File: config.mk
export PLATFORM = sky130hd
export DESIGN_NAME = dcache_wb_ctrl_flat
export DESIGN_NICKNAME = d
export VERILOG_FILES = /design/src/rtl/dcache_wb_ctrl_if.sv /design/src/rtl/dcache_wb_ctrl.sv /design/src/flat_wrapper.sv
export SDC_FILE = /design/constraint.sdc
export NUM_CORES = 1
export LEC_CHECK = 0
export ABC_AREA = 1
export BUFFER_PORTS_ARGS = -buffer_cell sky130_fd_sc_hd__buf_2
export CAP_MARGIN = 20
export CORE_ASPECT_RATIO = 0.7
export CORE_MARGIN = 2
export CORE_UTILIZATION = 29
export DETAILED_ROUTE_END_ITERATION = 6
export PLACE_DENSITY_LB_ADDON = 0.2
export SETUP_SLACK_MARGIN = 0.1
export SKIP_CTS_REPAIR_TIMING = 1
export SLEW_MARGIN = 0
export SYNTH_ARGS = -nofsm -noshare
export SYNTH_HDL_FRONTEND = slang
export SYNTH_SLANG_ARGS = --single-unit
File: constraint.sdc
create_clock -name CLK -period 3.15 [get_ports CLK]
set_clock_uncertainty 0.2 [all_clocks]
set_input_delay 0.1575 -clock CLK [delete_from_list [all_inputs] [get_ports CLK]]
set_output_delay 0.1575 -clock CLK [all_outputs]
set_load 0.005 [all_outputs]
File: src/rtl/dcache_wb_ctrl_if.sv
// CPU data port and block memory port of the write-back data cache.
// The slave side is the cache; the master side drives CPU and memory.
interface dcache_wb_ctrl_if;
  logic        READ;
  logic        WRITE;
  logic [7:0]  ADDRESS;
  logic [7:0]  WRITEDATA;
  logic [7:0]  READDATA;
  logic        BUSYWAIT;
  logic        MEM_READ;
  logic        MEM_WRITE;
  logic [5:0]  MEM_ADDRESS;
  logic [31:0] MEM_WRITEDATA;
  logic [31:0] MEM_READDATA;
  logic        MEM_BUSYWAIT;

  modport slave (
    input  READ,
    input  WRITE,
    input  ADDRESS,
    input  WRITEDATA,
    output READDATA,
    output BUSYWAIT,
    output MEM_READ,
    output MEM_WRITE,
    output MEM_ADDRESS,
    output MEM_WRITEDATA,
    input  MEM_READDATA,
    input  MEM_BUSYWAIT
  );

  modport master (
    output READ,
    output WRITE,
    output ADDRESS,
    output WRITEDATA,
    input  READDATA,
    input  BUSYWAIT,
    input  MEM_READ,
    input  MEM_WRITE,
    input  MEM_ADDRESS,
    input  MEM_WRITEDATA,
    output MEM_READDATA,
    output MEM_BUSYWAIT
  );
endinterface

File: src/rtl/dcache_wb_ctrl.sv
// Write-back direct-mapped data cache controller, 8 lines x 4 bytes.
// Hits complete with no stall; misses write back a dirty line, then fetch.
module dcache_wb_ctrl (
  input logic             CLK,
  input logic             RESET,
  dcache_wb_ctrl_if.slave bus
);

  typedef enum logic [1:0] {
    IDLE,
    WRITEBACK,
    FETCH,
    UPDATE
  } state_e;

  state_e      state_q;
  logic [31:0] data_q [8];
  logic [2:0]  tag_q [8];
  logic [7:0]  valid_q;
  logic [7:0]  dirty_q;
  logic [31:0] block_q;
  logic        mem_rd_q;
  logic        mem_wr_q;
  logic [5:0]  mem_addr_q;
  logic [31:0] mem_wdata_q;

  logic [2:0]  tag_a;
  logic [2:0]  idx;
  logic [1:0]  off;
  logic [4:0]  bsel;
  logic [31:0] line;
  logic        req;
  logic        hit;

  assign tag_a = bus.ADDRESS[7:5];
  assign idx   = bus.ADDRESS[4:2];
  assign off   = bus.ADDRESS[1:0];
  assign bsel  = {off, 3'b000};
  assign line  = data_q[idx];
  assign req   = bus.READ | bus.WRITE;
  assign hit   = valid_q[idx] && (tag_q[idx] == tag_a);

  assign bus.BUSYWAIT = req && !(state_q == IDLE && hit);
  assign bus.READDATA = (bus.READ && hit && !RESET)
                        ? line[bsel +: 8] : 8'h00;

  assign bus.MEM_READ      = mem_rd_q;
  assign bus.MEM_WRITE     = mem_wr_q;
  assign bus.MEM_ADDRESS   = mem_addr_q;
  assign bus.MEM_WRITEDATA = mem_wdata_q;

  // Controller FSM: hit writes, line writeback, block fetch and refill.
  always_ff @(posedge CLK) begin
    if (RESET) begin
      state_q     <= IDLE;
      valid_q     <= '0;
      dirty_q     <= '0;
      block_q     <= '0;
      mem_rd_q    <= 1'b0;
      mem_wr_q    <= 1'b0;
      mem_addr_q  <= '0;
      mem_wdata_q <= '0;
    end else begin
      unique case (state_q)
        IDLE: begin
          if (req && !hit) begin
            if (dirty_q[idx]) begin
              state_q     <= WRITEBACK;
              mem_wr_q    <= 1'b1;
              mem_addr_q  <= {tag_q[idx], idx};
              mem_wdata_q <= line;
            end else begin
              state_q    <= FETCH;
              mem_rd_q   <= 1'b1;
              mem_addr_q <= bus.ADDRESS[7:2];
            end
          end else if (bus.WRITE && hit) begin
            data_q[idx][bsel +: 8] <= bus.WRITEDATA;
            dirty_q[idx]           <= 1'b1;
          end
        end
        WRITEBACK: begin
          if (!bus.MEM_BUSYWAIT) begin
            state_q     <= FETCH;
            mem_wr_q    <= 1'b0;
            mem_rd_q    <= 1'b1;
            mem_addr_q  <= bus.ADDRESS[7:2];
            mem_wdata_q <= '0;
          end
        end
        FETCH: begin
          if (!bus.MEM_BUSYWAIT) begin
            state_q    <= UPDATE;
            block_q    <= bus.MEM_READDATA;
            mem_rd_q   <= 1'b0;
            mem_addr_q <= '0;
          end
        end
        UPDATE: begin
          state_q      <= IDLE;
          data_q[idx]  <= block_q;
          tag_q[idx]   <= tag_a;
          valid_q[idx] <= 1'b1;
          dirty_q[idx] <= 1'b0;
        end
        default: state_q <= IDLE;
      endcase
    end
  end

endmodule

File: src/flat_wrapper.sv
// flat-port wrapper written by rule: the top's interface ports become plain ports
module dcache_wb_ctrl_flat 
  (CLK, RESET, bus_READ, bus_WRITE, bus_ADDRESS, bus_WRITEDATA, bus_READDATA, bus_BUSYWAIT, bus_MEM_READ, bus_MEM_WRITE, bus_MEM_ADDRESS, bus_MEM_WRITEDATA, bus_MEM_READDATA, bus_MEM_BUSYWAIT);
  dcache_wb_ctrl_if bus_i ();
  input logic CLK;
  input logic RESET;
  input wire logic [$bits(bus_i.READ)-1:0] bus_READ;
  input wire logic [$bits(bus_i.WRITE)-1:0] bus_WRITE;
  input wire logic [$bits(bus_i.ADDRESS)-1:0] bus_ADDRESS;
  input wire logic [$bits(bus_i.WRITEDATA)-1:0] bus_WRITEDATA;
  output wire logic [$bits(bus_i.READDATA)-1:0] bus_READDATA;
  output wire logic [$bits(bus_i.BUSYWAIT)-1:0] bus_BUSYWAIT;
  output wire logic [$bits(bus_i.MEM_READ)-1:0] bus_MEM_READ;
  output wire logic [$bits(bus_i.MEM_WRITE)-1:0] bus_MEM_WRITE;
  output wire logic [$bits(bus_i.MEM_ADDRESS)-1:0] bus_MEM_ADDRESS;
  output wire logic [$bits(bus_i.MEM_WRITEDATA)-1:0] bus_MEM_WRITEDATA;
  input wire logic [$bits(bus_i.MEM_READDATA)-1:0] bus_MEM_READDATA;
  input wire logic [$bits(bus_i.MEM_BUSYWAIT)-1:0] bus_MEM_BUSYWAIT;
  assign bus_i.READ = bus_READ;
  assign bus_i.WRITE = bus_WRITE;
  assign bus_i.ADDRESS = bus_ADDRESS;
  assign bus_i.WRITEDATA = bus_WRITEDATA;
  assign bus_READDATA = bus_i.READDATA;
  assign bus_BUSYWAIT = bus_i.BUSYWAIT;
  assign bus_MEM_READ = bus_i.MEM_READ;
  assign bus_MEM_WRITE = bus_i.MEM_WRITE;
  assign bus_MEM_ADDRESS = bus_i.MEM_ADDRESS;
  assign bus_MEM_WRITEDATA = bus_i.MEM_WRITEDATA;
  assign bus_i.MEM_READDATA = bus_MEM_READDATA;
  assign bus_i.MEM_BUSYWAIT = bus_MEM_BUSYWAIT;
  dcache_wb_ctrl u_core (.CLK(CLK), .RESET(RESET), .bus(bus_i));
endmodule
==> impl_metrics.py <==
metrics = {
    "grt": {
        "grt_pass1_vias": 11185,
        "antenna_found_initial": 1,
        "grt_overflow": 0,
        "grt_first_pass_wirelength_um": 76200,
        "grt_max_degree": 49,
        "grt_usage_pct": 18.7,
    },
    "hold_path": {
        "hold_path_class": "in -> reg",
    },
    "pwr": {
        "seq_power_share_pct": 44.1,
        "p_sw_share_pct": 29.5,
        "clkPwrFrac_pct": 36.7,
        "ir_worst_vdd_mv": 0.477,
        "switching_power_mw": 3.81,
        "p_int_mw": 9.12,
        "p_comb_share_pct": 19.2,
        "cellLeakagePower_nw": 7.50,
        "fin_total_pwr_mw": 12.9,
        "powerDensity_nw_per_um2": 666,
    },
    "drt": {
        "wl_met2_um": 19600,
        "wl_met1_um": 27800,
        "vias": 12186,
        "drc": 1,
        "wl_met3_um": 4780,
        "wirelength_um": 53000,
        "wl_per_cell_um": 21.1,
        "dr.first_iter.drc_count": 1453,
        "ant_nets": 0,
        "top_layer": "met4",
        "drt_pass1_iterations": 7,
        "via_per_inst": 4.85,
    },
    "placement": {
        "hpwl_um": 37700,
        "place.gp.congestion": 0.890,
        "io_buffer_count": 101,
    },
    "worst_setup_path": {
        "endpoint_kind": "output port",
        "startpoint_type": "flip-flop",
        "crit_type": "reg -> out",
        "cp.required_ns": 2.79,
        "cp_max_fo": 7,
        "crit_arrival_ns": 2.56,
    },
    "timing": {
        "fmax_mhz": 343,
        "setup_violations": 0,
        "tightest_slew_ns": 0.922,
        "rsz0062_at_grt": "true",
        "period_minus_slack_ns": 2.92,
        "holdWs_ns": -0.0336,
        "final_max_slew_viol_count": 0,
        "period_share_pct": 92.6,
        "hold_violations": 1,
        "slew_headroom_pct": 38.5,
    },
    "floorplan": {
        "die_h_um": 198,
        "row_count": 71,
        "ios": 102,
        "die-area_um2": 55800,
        "core_um2": 53500,
        "initial_utilization_pct": 29.2,
        "die_width_um": 282,
    },
    "clocking": {
        "cts_buffers": 38,
        "htreeDepth": 2,
        "clock_path_buffers": 3,
        "clk_latency_ns": 0.56,
        "cts-root-buf": "clkbuf_16",
        "cts_tree": "built",
        "clock_sinks": 370,
        "path_clk_slew_ns": 0.07,
    },
    "cells_and_area": {
        "nets": 1814,
        "n_fill_cell": 5440,
        "drive_gt1_share_pct": 17.7,
        "area_growth_pct": 24.1,
    },
    "synth": {
        "ys_seq_area_share_pct": 65.3,
        "synth_cell_type_count": 39,
        "synth_common_cells": "381 x nand2_1, 280 x edfxtp_1, 141 x nor2_1",
        "yosys_register_bits": 370,
        "postSynthAreaPerCell_um2": 10.2,
        "synthesis.area_um2": 15600,
        "synth_ff_type": "edfxtp_1",
        "ys_warn_count": 0,
        "synth_most_common_cell": "nand2_1",
        "yosys.area.top_type": "edfxtp_1",
        "syn_inst": 1535,
        "yosys.area.top_type_share_pct": 53.8,
        "syn-num-nets": 1598,
        "async_flop_share_pct": 0,
        "synth_area_leaders": "edfxtp_1 54%, dfxtp_1 12%, nand2_1 9.1%",
        "synth-edff-count": 280,
    },
    "run_status": {
        "outcome": "finished with violations",
        "violations": "design-rule violations, negative hold slack",
    },
    "flow_run": {
        "cap_violations": 0,
    },
}
through the flow:
| stage | setup WS, ns | cells | area (µm²) | util, % | TNS [ns] |
|---|---|---|---|---|---|
| floorplan | 0.488 | 1535 | 15600 | - | 0 |
| global placement | 0.123 | 2402 | 17700 | 33.1 | 0 |
| detailed placement | 0.113 | 2402 | 17700 | 33.1 | 0 |
| CTS | -0.0431 | 2472 | 19000 | 35.5 | -0.0579 |
| global route | 0.0925 | 2511 | 19400 | 36.3 | 0 |
| finish | 0.233 | 2513 | 19400 | 36.3 | 0 |
per-layer routing:
metal	track usage (%)	up-vias
met3	4.05	55
met4	3.61	0
met2	23.9	500
met5	0	-
met1	31.2	5868
li1	-	5763
sequential cells by signal (all words and copies together), names as in the netlist, named ones only:
name	flops
u_core.tag_q	24
u_core.valid_q	8
u_core.state_q	2
u_core.block_q	32
u_core.data_q	256
u_core.bus.MEM_ADDRESS	6
u_core.bus.MEM_WRITEDATA	32
u_core.bus.MEM_WRITE	1
u_core.bus.MEM_READ	1
placed cells by master (no fill, tap or decap), types with 11 or more instances in the layout:
cell type | Yosys | routed
dlygate4sd3_1 | 0 | 36
a21oi_1 | 133 | 125
o22ai_1 | 11 | 11
clkinv_1 | 3 | 12
o21ai_0 | 86 | 86
dfxtp_1 | 90 | 90
nand4_1 | 47 | 47
nor2_1 | 141 | 138
clkbuf_16 | 0 | 41
buf_2 | 20 | 100
buf_4 | 7 | 120
a211oi_1 | 23 | 23
a22oi_1 | 11 | 11
nand3_1 | 77 | 77
edfxtp_1 | 280 | 280
nand2_1 | 381 | 381
inv_1 | 96 | 96
power groups by stage:
| stage | combinational (mW) | clock (mW) | sequential [mW] |
|---|---|---|---|
| final | 2.49 | 4.75 | 5.70 |
| after global routing | 2.74 | 5.05 | 5.73 |
| after CTS | 2.43 | 4.84 | 5.70 |
| after detailed placement | 2.42 | 0 | 5.81 |
| after global placement | 2.42 | 0 | 5.80 |
| after floorplan | 1.48 | 0 | 5.78 |
kinds of logic (layout without fill, tap and decap cells):
group                      count (synthesis)  after routing  synth area share, %
and+or+nand+nor                          675            675                 18.6
adders and majority gates                 10             10                0.800
other                                      0              2                    0
AOI/OAI and AO/OA                        287            287                 10.3
buffers and inverters                    193            439                 5.06
DFF                                      370            370                 65.3
worst paths after layout:
path,from,endpoint,slack [ns],cells past startpoint
min,bus_MEM_BUSYWAIT,u_core.bus.MEM_READ$_SDFFE_PP0P_,-0.03,5
max,u_core.tag_q[5][1]$_DFFE_PP_,bus_READDATA[6],0.23,12
max reg2reg,u_core.state_q[1]$_SDFFE_PP0P_,u_core.bus.MEM_WRITEDATA[19]$_SDFFE_PP0P_,0.49,9
min reg2reg,u_core.bus.MEM_WRITEDATA[23]$_SDFFE_PP0P_,u_core.bus.MEM_WRITEDATA[23]$_SDFFE_PP0P_,0.26,2
layout make-up:
class	count	area (µm²)	share of cell area, %
Antenna cell	2	5.00	0.0258
Clock buffer	47	1060	5.45
Clock inverter	23	235	1.21
Inverter	104	390	2.01
Multi-Input combinational cell	972	4680	24.1
Sequential cell	370	10200	52.6
Tap cell	730	913	4.70
Timing Repair Buffer	265	1920	9.89
worst max-delay path: stages (launching register included):
cell and delay [ns]:
edfxtp_1 0.37, inv_1 0.08, nand2_1 0.06, nand3_1 0.09, nand2_1 0.07, o21ai_0 0.19
nand2_1 0.09, nor2_2 0.16, and2_4 0.23, nand3_2 0.10, buf_4 0.19, a21oi_2 0.22
buf_2 0.16
Power figures use the tool's default switching activity.
